<file path="config.mk">
export PLATFORM = sky130hd
export DESIGN_NAME = alu
export DESIGN_NICKNAME = d
export VERILOG_FILES = /design/src/rtl/alu_pkg.sv /design/src/rtl/alu_core.sv /design/src/rtl/alu.sv
export SDC_FILE = /design/constraint.sdc
export NUM_CORES = 1
export LEC_CHECK = 0
export BUFFER_PORTS_ARGS = -buffer_cell sky130_fd_sc_hd__buf_2
export CAP_MARGIN = 20
export CORE_MARGIN = 5
export CORE_UTILIZATION = 41
export DETAILED_ROUTE_END_ITERATION = 16
export HOLD_SLACK_MARGIN = 0.03
export SYNTH_ARGS = -nofsm -noshare
export SYNTH_HDL_FRONTEND = slang
export SYNTH_SLANG_ARGS = --single-unit
</file>
<file path="constraint.sdc">
create_clock -name clk -period 0.8 [get_ports clk]
set_input_delay 0.04 -clock clk [delete_from_list [all_inputs] [get_ports clk]]
set_output_delay 0.04 -clock clk [all_outputs]
set_load 0.05 [all_outputs]
</file>
<file path="src/rtl/alu_pkg.sv">
// Shared operation encodings and helpers for the ALU, its control decoder and the datapath.
// All consumers import this package so the OP_* values live in exactly one place.
package alu_pkg;

   localparam int ALU_WIDTH = 32;

   localparam logic [2:0] OP_AND = 3'b000;
   localparam logic [2:0] OP_OR  = 3'b001;
   localparam logic [2:0] OP_ADD = 3'b010;
   localparam logic [2:0] OP_SLL = 3'b011;
   localparam logic [2:0] OP_SUB = 3'b110;
   localparam logic [2:0] OP_SLT = 3'b111;

   // Signed compare done directly, never via the sign of a-b, so overflow cannot flip it.
   function automatic logic signed_lt(input logic [ALU_WIDTH-1:0] x,
                                      input logic [ALU_WIDTH-1:0] y);
      return $signed(x) < $signed(y);
   endfunction

endpackage

</file>
<file path="src/rtl/alu_core.sv">
// Purely combinational ALU: selects the result for the current op and flags a zero result.
// Unused or unknown op codes fall to the default arm and produce zero.
module alu_core
   import alu_pkg::*;
#(
   parameter int WIDTH = ALU_WIDTH
) (
   input  logic [WIDTH-1:0] a,
   input  logic [WIDTH-1:0] b,
   input  logic [2:0]       op,
   input  logic [4:0]       shamt,
   output logic [WIDTH-1:0] result,
   output logic             zero
);

   always_comb begin
      result = '0;
      case (op)
         OP_AND:  result = a & b;
         OP_OR:   result = a | b;
         OP_ADD:  result = a + b;
         OP_SLL:  result = a << shamt;
         OP_SUB:  result = a - b;
         OP_SLT:  result = {{(WIDTH-1){1'b0}}, signed_lt(a, b)};
         default: result = '0;
      endcase
   end

   assign zero = (result == '0);

endmodule

</file>
<file path="src/rtl/alu.sv">
// Registered 32-bit ALU: one cycle of latency, result and zero flag captured on the same edge.
// Reset forces a zero result, so the flag reads 1 while rst_n is low.
module alu
   import alu_pkg::*;
#(
   parameter int WIDTH = ALU_WIDTH
) (
   input  logic             clk,
   input  logic             rst_n,
   output logic [WIDTH-1:0] out,
   output logic             zout,
   input  logic [WIDTH-1:0] a,
   input  logic [WIDTH-1:0] b,
   input  logic [2:0]       op,
   input  logic [4:0]       shamt
);

   logic [WIDTH-1:0] out_next;
   logic             zout_next;
   logic [WIDTH-1:0] out_reg;
   logic             zout_reg;

   alu_core #(.WIDTH(WIDTH)) u_core (
      .a      (a),
      .b      (b),
      .op     (op),
      .shamt  (shamt),
      .result (out_next),
      .zero   (zout_next)
   );

   // Flag is registered alongside the result so the two never skew.
   always_ff @(posedge clk or negedge rst_n) begin
      if (!rst_n) begin
         out_reg  <= '0;
         zout_reg <= 1'b1;
      end else begin
         out_reg  <= out_next;
         zout_reg <= zout_next;
      end
   end

   assign out  = out_reg;
   assign zout = zout_reg;

endmodule

</file>
==> results of run 1 <==
## metrics by stage
stage | hold slack (ps) | power [uW] | cell area [um2]
after detailed placement | -77.90 | 11790 | 12820
after global routing | 200.4 | 16830 | 14650
after CTS | 165.4 | 15320 | 14230
after floorplan | -255.6 | 7049 | 8690
after global placement | -81.28 | 11720 | 12820
final | 169.2 | 16130 | 14650
## metal layers
metal  track usage [%]  vias to the layer above  part of all wire, %
li1                  -                     5158                    -
met4             12.85                        0                  4.3
met5                 0                        -                    0
met3             4.134                      132                  8.6
met2             58.44                      609                   46
met1             47.58                     5336                   41
## placed cells by master (no fill, tap or decap), types with 20 or more instances in the layout
cell,count
nor2_1,93
o21ai_0,24
dfrtp_1,32
nand2_1,66
o211ai_1,22
a21oi_1,71
inv_1,84
buf_2,54
ha_1,70
mux2i_1,55
buf_6,74
a211oi_1,20
ha_4,24
nand3_1,21
inv_2,25
buf_4,478
## cell usage after synthesis, drive strengths merged, types with 13 or more instances
cell type  instances
nor3              29
mux4              19
nor4              13
a31oi             14
ha                98
a211oi            23
nor2              97
o22ai             16
xnor2             22
o21ai             60
o211ai            22
a21oi             84
dfrtp             32
mux2i             58
nand3             24
nand2             75
inv              123
mux2              16
clkbuf            30
buf               34
a21o              19
## where the power goes
group	internal, uW	switching (uW)	total (uW)
logic	5630	6250	11900
clock network	1550	690	2240
registers	1890	114	2000
## worst max-delay path, stage by stage
cell and delay (ps):
buf_12 120, inv_12 50, ha_4 130, inv_2 40
fa_2 360, nor2b_4 150, o211ai_1 170, buf_4 190
a2111oi_4 80, nor3_4 250, a21o_1 250, a21oi_1 100
a31oi_2 190, o211ai_1 170, or4_1 560, or4b_4 500
nor4b_2 270
## worst paths after layout
path	cells past startpoint	start	end	slack (ps)
max	17	a[0]	zout	-2630
min	2	rst_n	out[0]	170
max in group asynchronous	3	rst_n	out[29]	230
min in group clk	6	shamt[3]	out[1]	430
## layout make-up
class                      count  area (um2)
clock buffer                   7       142.6
clock inverter                 1       30.03
fill                        1505        4937
inverter                     125       551.8
multi-input combinational    879        7820
sequential                    33       827.0
tap                          265       331.6
timing repair buffer         621        4950
## cells by family (layout without fill, tap and decap cells)
group / Yosys count / in the layout / synth area share [%]
buf+inv: 189 / 754 / 9.496
mux: 93 / 93 / 14.72
simple gates: 315 / 315 / 18.73
flops: 33 / 33 / 10.07
compound gates: 349 / 349 / 29.20
fa+ha+maj: 100 / 100 / 15.42
xor+xnor: 22 / 22 / 2.347
## what timing repair did
action / CTS / global route
resized for setup: 265 / 73
pin swaps: 80 / 53
endpoints found under the hold margin: 33 / 0
endpoints found under the setup margin: 66 / 66
setup buffers: 29 / 22
hold buffers: 1 / 0
==> impl_metrics.toml, run 1 <==
[run_status]
status = "finished, violations left"
failed_checks = "setup timing"

[sta]
relSlewSlack_pct = 47.87
finalWorstSetupSlack_ps = -2631
layout_min_cycle_time_ps = 3431
timing.fmax_mhz = 291.5
hold_viol = 0
rsz0062_at_grt = "true"
fin_crit_sh_pct = 428.9
tightest_slew_ps = 777.3
finalSetupViolCount = 66
setup_tns_ps = -47170
finalMaxSlewViolations = 0

[power_and_ir_drop]
p_per_area_mw_per_mm2 = 1101
vdd_drop_max_mv = 0.6651
leakage_uw = 0.007047

[setup_path]
crit_required_ps = 990
crit_path_end_kind = "register"
cp_max_fo = 4
cp_data_arrival_time_ps = 3620
start_kind = "primary input"
path_class = "in -> reg"

[synth]
syn_area_per_cell_um2 = 7.456
yosysTopAreaCell = "ha_1"
synth_nets = 1275
syn_inst = 1101
synth_cell_type_count = 91
synth-seq-area-share_pct = 10.07
synth_warnings = 0
synth_top_area_share_pct = 14.94
async_flop_share_pct = 100.0
synth-edff-count = 0
ys_ff_latch = 33
syn_area_mm2 = 0.008209
ys.flop_type = "dfrtp_1"
synthTopCellsByArea = "ha_1 (15%), dfrtp_1 (9.8%), mux2i_1 (7.0%)"

[global_routing]
grt_overflow = 0
antenna_found_initial = 0
grt_pass1_wl_um = 62580
grt_usage_pct = 35.35
grt_max_degree = 23
grt_pass1_vias = 11040

[detailed_routing]
ant_nets = 0
vias = 11240
drc = 0
drtIter0Drc = 1105
vias_per_cell = 5.818
totalWireLength_um = 41710
drt_first_pass_iters = 5
wl_per_cell_um = 21.60

[finish]
antenna_cells = 0
drive_gt1_share_pct = 52.52
fin_cells = 1931
largest_register_ffs = 32
finalNetCount = 1839
syn_to_final_growth_pct = 78.49
utilization_pct = 74.80

[hold_path]
hold_path.class = "in -> async"

[placement]
placed_cells = 1882
post-place-ws_ps = -3177
hpwl_um = 33320
io_buffers = 106
place_congestion = 1.012

[floorplanning]
placementRows = 51
die_area_mm2 = 0.02295
die_w_um = 151.5
ioPinCount = 107
initial_core_util_pct = 41.90
die_y_um = 151.5
fp.coreArea_mm2 = 0.01959

[clocking]
clk_pin_slew_worst_paths_ps = 50
cts_buffer_depth = 2
cts_tree = "done"
cts-root-buf = "clkbuf_16"
cts_htree_levels = 2
cts_sinks = 33
cts_buffers = 5

[job]
maxCapViolations = 0
No activity file was read; power rests on OpenSTA's default activity.
==> run 2: changes to the inputs <==
--- a/config.mk
+++ b/config.mk
@@ -5,12 +5,14 @@
 export SDC_FILE = /design/constraint.sdc
 export NUM_CORES = 1
 export LEC_CHECK = 0
+export ABC_CLOCK_PERIOD_IN_PS = 800
 export BUFFER_PORTS_ARGS = -buffer_cell sky130_fd_sc_hd__buf_2
 export CAP_MARGIN = 20
 export CORE_MARGIN = 5
 export CORE_UTILIZATION = 41
 export DETAILED_ROUTE_END_ITERATION = 16
 export HOLD_SLACK_MARGIN = 0.03
+export PLACE_DENSITY_LB_ADDON = 0.05
 export SYNTH_ARGS = -nofsm -noshare
 export SYNTH_HDL_FRONTEND = slang
 export SYNTH_SLANG_ARGS = --single-unit
==> impl_metrics.toml, run 2 (same netlist as run 1, synthesis figures left out) <==
[setup_path]
path_class = "in -> reg"
start_kind = "primary input"
crit_required_ps = 990
cp_max_fo = 5
crit_path_end_kind = "register"
cp_data_arrival_time_ps = 3690

[finish]
register_area_um2 = 827.0
final_common_cell = "buf_4"
drive_gt1_share_pct = 54.52
final_cell_mix = "buf_4 (498), nor2_1 (89), buf_6 (84)"
stdcell_area_mm2 = 0.01506
multiInputGateArea_mm2 = 0.007988
finalNetCount = 1866
utilization_pct = 76.88
antenna_cells = 0
largest_register_ffs = 32
fill_cells = 1477
syn_to_final_growth_pct = 83.46

[placement]
post-place-ws_ps = -3071
hpwl_um = 32760
placed_area_mm2 = 0.01298
place_congestion = 1.018
io_buffers = 106

[detailed_routing]
ant_nets = 0
drt_first_pass_iters = 7
vias = 11460
drtIter0Drc = 1044
drc = 0
vias_per_cell = 5.854
wl_per_cell_um = 21.63
totalWireLength_um = 42350

[global_routing]
grt_overflow = 0
grt_pass1_vias = 11300
grt_pass1_wl_um = 62850
antenna_found_initial = 0
grt_usage_pct = 35.19
grt_max_degree = 27

[floorplanning]
ioPinCount = 107
die_area_mm2 = 0.02295
initial_core_util_pct = 41.90
die_y_um = 151.5
placementRows = 51
die_w_um = 151.5
fp.coreArea_mm2 = 0.01959

[power_and_ir_drop]
leakage_uw = 0.007193
p_per_area_mw_per_mm2 = 1096
p_total_uw = 16500
vdd_drop_max_mv = 0.9864

[sta]
timing.fmax_mhz = 285.4
tightest_slew_ps = 705.8
fin_crit_sh_pct = 438.0
finalSetupViolCount = 66
hold_viol = 0
rsz0062_at_grt = "true"
finalWorstSetupSlack_ps = -2704
holdWs_ps = 180.1
layout_min_cycle_time_ps = 3504
finalMaxSlewViolations = 0
relSlewSlack_pct = 52.66

[clocking]
cts-root-buf = "clkbuf_16"
cts_htree_levels = 2
cts_tree = "done"
cts_sinks = 33
cts_buffer_depth = 2
clk_pin_slew_worst_paths_ps = 50
cts_buffers = 5

[run_status]
failed_checks = "setup timing"
status = "finished, violations left"

[job]
maxCapViolations = 0

[hold_path]
hold_path.class = "in -> async"
run 2: final timing paths:
| path | startpoint | endpoint | slack, ps |
|---|---|---|---|
| worst max-delay path | a[0] | zout | -2700 |
| max in group asynchronous | rst_n | out[29] | 200 |
| min in group clk | op[1] | out[0] | 470 |
| worst min-delay path | rst_n | out[17] | 180 |
run 2: through the flow:
stage | setup TNS (ps) | cells
2_1_floorplan | -37060 | 1101
3_3_place_gp | -59100 | 1905
3_5_place_dp | -59810 | 1905
4_1_cts | -45860 | 1946
5_1_grt | -50840 | 1958
6_report | -48540 | 1958
run 2: worst max-delay path: stages:
cell and delay (ps):
buf_12 120, ha_4 160, fa_2 330, a21o_1 220, a221o_2 470, a22o_1 240, o21ai_2 210, a2bb2oi_2 210
xnor2_2 170, o21ai_2 100, a211o_1 270, or4_1 420, or4b_4 520, nor4b_4 210
run 2: where the power goes:
part	switching (uW)	internal (uW)	leakage [uW]	total (uW)
logic	6390	5880	0.00669	12300
registers	113	1890	0.000417	2000
clock network	673	1550	0.0000841	2230
total	7180	9330	0.00719	16500
run 2: routing by layer:
| metal | track usage [%] | part of all wire (%) |
|---|---|---|
| met1 | 46.70 | 41 |
| met2 | 58.66 | 46 |
| met3 | 4.432 | 8.6 |
| met4 | 12.89 | 4.2 |
| met5 | 0 | 0 |
run 2: cell type report:
type,count,share of cell area [%]
clock buffer,7,0.9471
clock inverter,1,0.1994
inverter,125,3.714
multi-input combinational,879,53.04
sequential,33,5.491
tap,265,2.202
timing repair buffer,648,34.41
run 2: timing repair:
item	4_1_cts	5_1_grt
hold buffers	1	0
buffers inserted	36	28
resized for setup	248	133
endpoints found under the setup margin	66	66
endpoints found under the hold margin	33	0
pin swaps	49	92
==> run 3: changes to the inputs <==
--- a/config.mk
+++ b/config.mk
@@ -5,6 +5,7 @@
 export SDC_FILE = /design/constraint.sdc
 export NUM_CORES = 1
 export LEC_CHECK = 0
+export ABC_AREA = 1
 export ABC_CLOCK_PERIOD_IN_PS = 800
 export BUFFER_PORTS_ARGS = -buffer_cell sky130_fd_sc_hd__buf_2
 export CAP_MARGIN = 20
@@ -13,6 +14,7 @@
 export DETAILED_ROUTE_END_ITERATION = 16
 export HOLD_SLACK_MARGIN = 0.03
 export PLACE_DENSITY_LB_ADDON = 0.05
+export SKIP_CTS_REPAIR_TIMING = 1
 export SYNTH_ARGS = -nofsm -noshare
 export SYNTH_HDL_FRONTEND = slang
 export SYNTH_SLANG_ARGS = --single-unit
==> impl_metrics.toml, run 3 <==
[run_status]
status = "finished, violations left"
failed_checks = "setup timing"

[power_and_ir_drop]
combinationalPowerShare_pct = 77.3
p_int_uw = 8617
p_clk_share_pct = 11.0
netSwitchingFraction_pct = 48.83
leakage_uw = 0.009131
vdd_drop_max_mv = 1.588
seqPwrFrac_pct = 11.8
p_sw_uw = 8223
p_per_area_mw_per_mm2 = 994.6

[hold_path]
hold_path.class = "in -> async"

[global_routing]
grt_pass1_vias = 11750
grt_overflow = 0
grt_max_degree = 43
grt_usage_pct = 30.90
antenna_found_initial = 0
grt_pass1_wl_um = 63240

[detailed_routing]
vias_per_cell = 5.306
drt_first_pass_iters = 7
drtIter0Drc = 1338
totalWireLength_um = 46290
ant_nets = 0
wl_per_cell_um = 17.91
vias = 13720
drc = 0

[sta]
relSlewSlack_pct = 75.26
rsz0062_at_grt = "true"
tightest_slew_ps = 367.2
finalWorstSetupSlack_ps = -1195
hold_viol = 0
fin_crit_sh_pct = 249.4
finalMaxSlewViolations = 0
timing.fmax_mhz = 501.2
finalSetupViolCount = 66
setup_tns_ps = -26990
layout_min_cycle_time_ps = 1995

[finish]
drive_gt1_share_pct = 51.61
register_area_um2 = 827.0
finalNetCount = 2473
largest_register_ffs = 32
fill_cells = 1848
final_cell_mix = "buf_4 (389), nand2_1 (384), inv_1 (205)"
multiInputGateArea_mm2 = 0.009224
syn_to_final_growth_pct = 81.05
final_common_cell = "buf_4"
antenna_cells = 0
fin_cells = 2585

[synth]
synthTopCellsByCount = "nand2_1 (584), inv_1 (327), nand3_1 (253), nor2_1 (182), ha_1 (98)"
synth-seq-area-share_pct = 8.844
ys_ff_latch = 33
syn_area_mm2 = 0.009351
synth_top_area_share_pct = 23.44
syn_area_per_cell_um2 = 5.218
synthTopCellsByArea = "nand2_1 (23%), nand3_1 (14%), inv_1 (13%)"
synth_cell_type_count = 41
yosysMostFrequentCell = "nand2_1"
yosysTopAreaCell = "nand2_1"
syn_inst = 1792
async_flop_share_pct = 100.0
synth_warnings = 0
synth-edff-count = 0
ys.flop_type = "dfrtp_1"
synth_nets = 1966

[clocking]
cts_buffer_depth = 2
cts_htree_levels = 2
cts_sinks = 33
cts_tree = "done"
cts_buffers = 5
clk_pin_slew_worst_paths_ps = 60
cts-root-buf = "clkbuf_16"

[floorplanning]
initial_core_util_pct = 41.43
ioPinCount = 107
fp.coreArea_mm2 = 0.02257
die_w_um = 161.0
die_area_mm2 = 0.02593
placementRows = 55
die_y_um = 161.0

[setup_path]
max_stage_delay_ps = 360
crit_required_ps = 1020
crit_path_end_kind = "register"
cp_cell_sequence = "buf_12 > inv_12 > ha_4 > inv_4 > fa_2 > nand2_2 > nand2_4 > nand3_4 > nand2_4 > nand2_4 > nand2_4 > buf_6 > nand2_4 > nand4_1 > nand2_1 > nor2_1 > nor2_2 > nand2_1 > nor2_1 > nand3_1 > nor2_2"
crit_top_cell = "nand2_4"
cp_max_fo = 4
start_kind = "primary input"
path_class = "in -> reg"
critical-path-slowest-cell = "fa_2"
cp_data_arrival_time_ps = 2210

[placement]
place_congestion = 0.9669
hpwl_um = 36760
post-place-ws_ps = -1597
placed_cells = 2511
io_buffers = 106

[job]
maxCapViolations = 0
## run 3: cell types whose count changed after synthesis, sizes merged, moves of 32 or more
cell and delta:
a21oi -32, nor2 +108, nand2 +523, mux2i -58, nand3 +236, inv +221
## run 3: through the flow
stage	utilization [%]	total power (uW)	area [um2]	hold WS, ps
floorplan	-	7687	10360	-255.6
global route	75.01	17730	16930	165.8
detailed placement	61.31	11960	13840	-76.75
global placement	61.31	11870	13840	-82.71
finish	75.01	16840	16930	152.3
CTS	61.94	13810	13980	-376.7
## run 3: power by group through the flow
stage | clock, uW | sequential (uW) | combinational (uW)
2_1_floorplan | 0 | 2690 | 5000
3_3_place_gp | 0 | 1940 | 9930
3_5_place_dp | 0 | 1940 | 10000
4_1_cts | 1850 | 1910 | 10000
5_1_grt | 1960 | 2000 | 13800
6_report | 1850 | 1980 | 13000
## run 3: final timing paths
check                      startpoint      end  slack (ps)
max                              a[0]     zout       -1200
min                             rst_n   out[8]         150
max in group asynchronous       rst_n  out[27]         250
min in group clk             shamt[4]   out[8]         400
## run 3: area by class of cell
cell class / count / area share [%]
Clock buffer: 5 / 0.7390
Clock inverter: 3 / 0.1035
Inverter: 349 / 8.897
Multi-Input combinational cell: 1351 / 54.48
Sequential cell: 33 / 4.885
Tap cell: 285 / 2.106
Timing Repair Buffer: 559 / 28.79
## run 3: routing by layer
metal,up-vias,global-route usage (%),share of wire [%]
li1,6597,-,-
met3,94,2.909,9.1
met1,6356,45.12,42
met2,669,49.42,45
met4,0,6.902,3.7
met5,-,0,0
## run 3: cell families (layout without fill, tap and decap cells)
logic type / count (synthesis) / count (layout) / synth area share, %
AO/OA/AOI/OAI: 140 / 140 / 8.791
AND/OR/NAND/NOR: 1111 / 1111 / 50.88
flip-flops: 33 / 33 / 8.844
buffers and inverters: 408 / 916 / 17.94
adder cells (fa/ha/maj): 100 / 100 / 13.54
## run 3: critical path, delay by kind of cell
| kind | cells | cell delay [ps] |
|---|---|---|
| AND/OR/NAND/NOR | 15 | 1360 |
| buffers and inverters | 4 | 330 |
| adder cells (fa/ha/maj) | 2 | 480 |
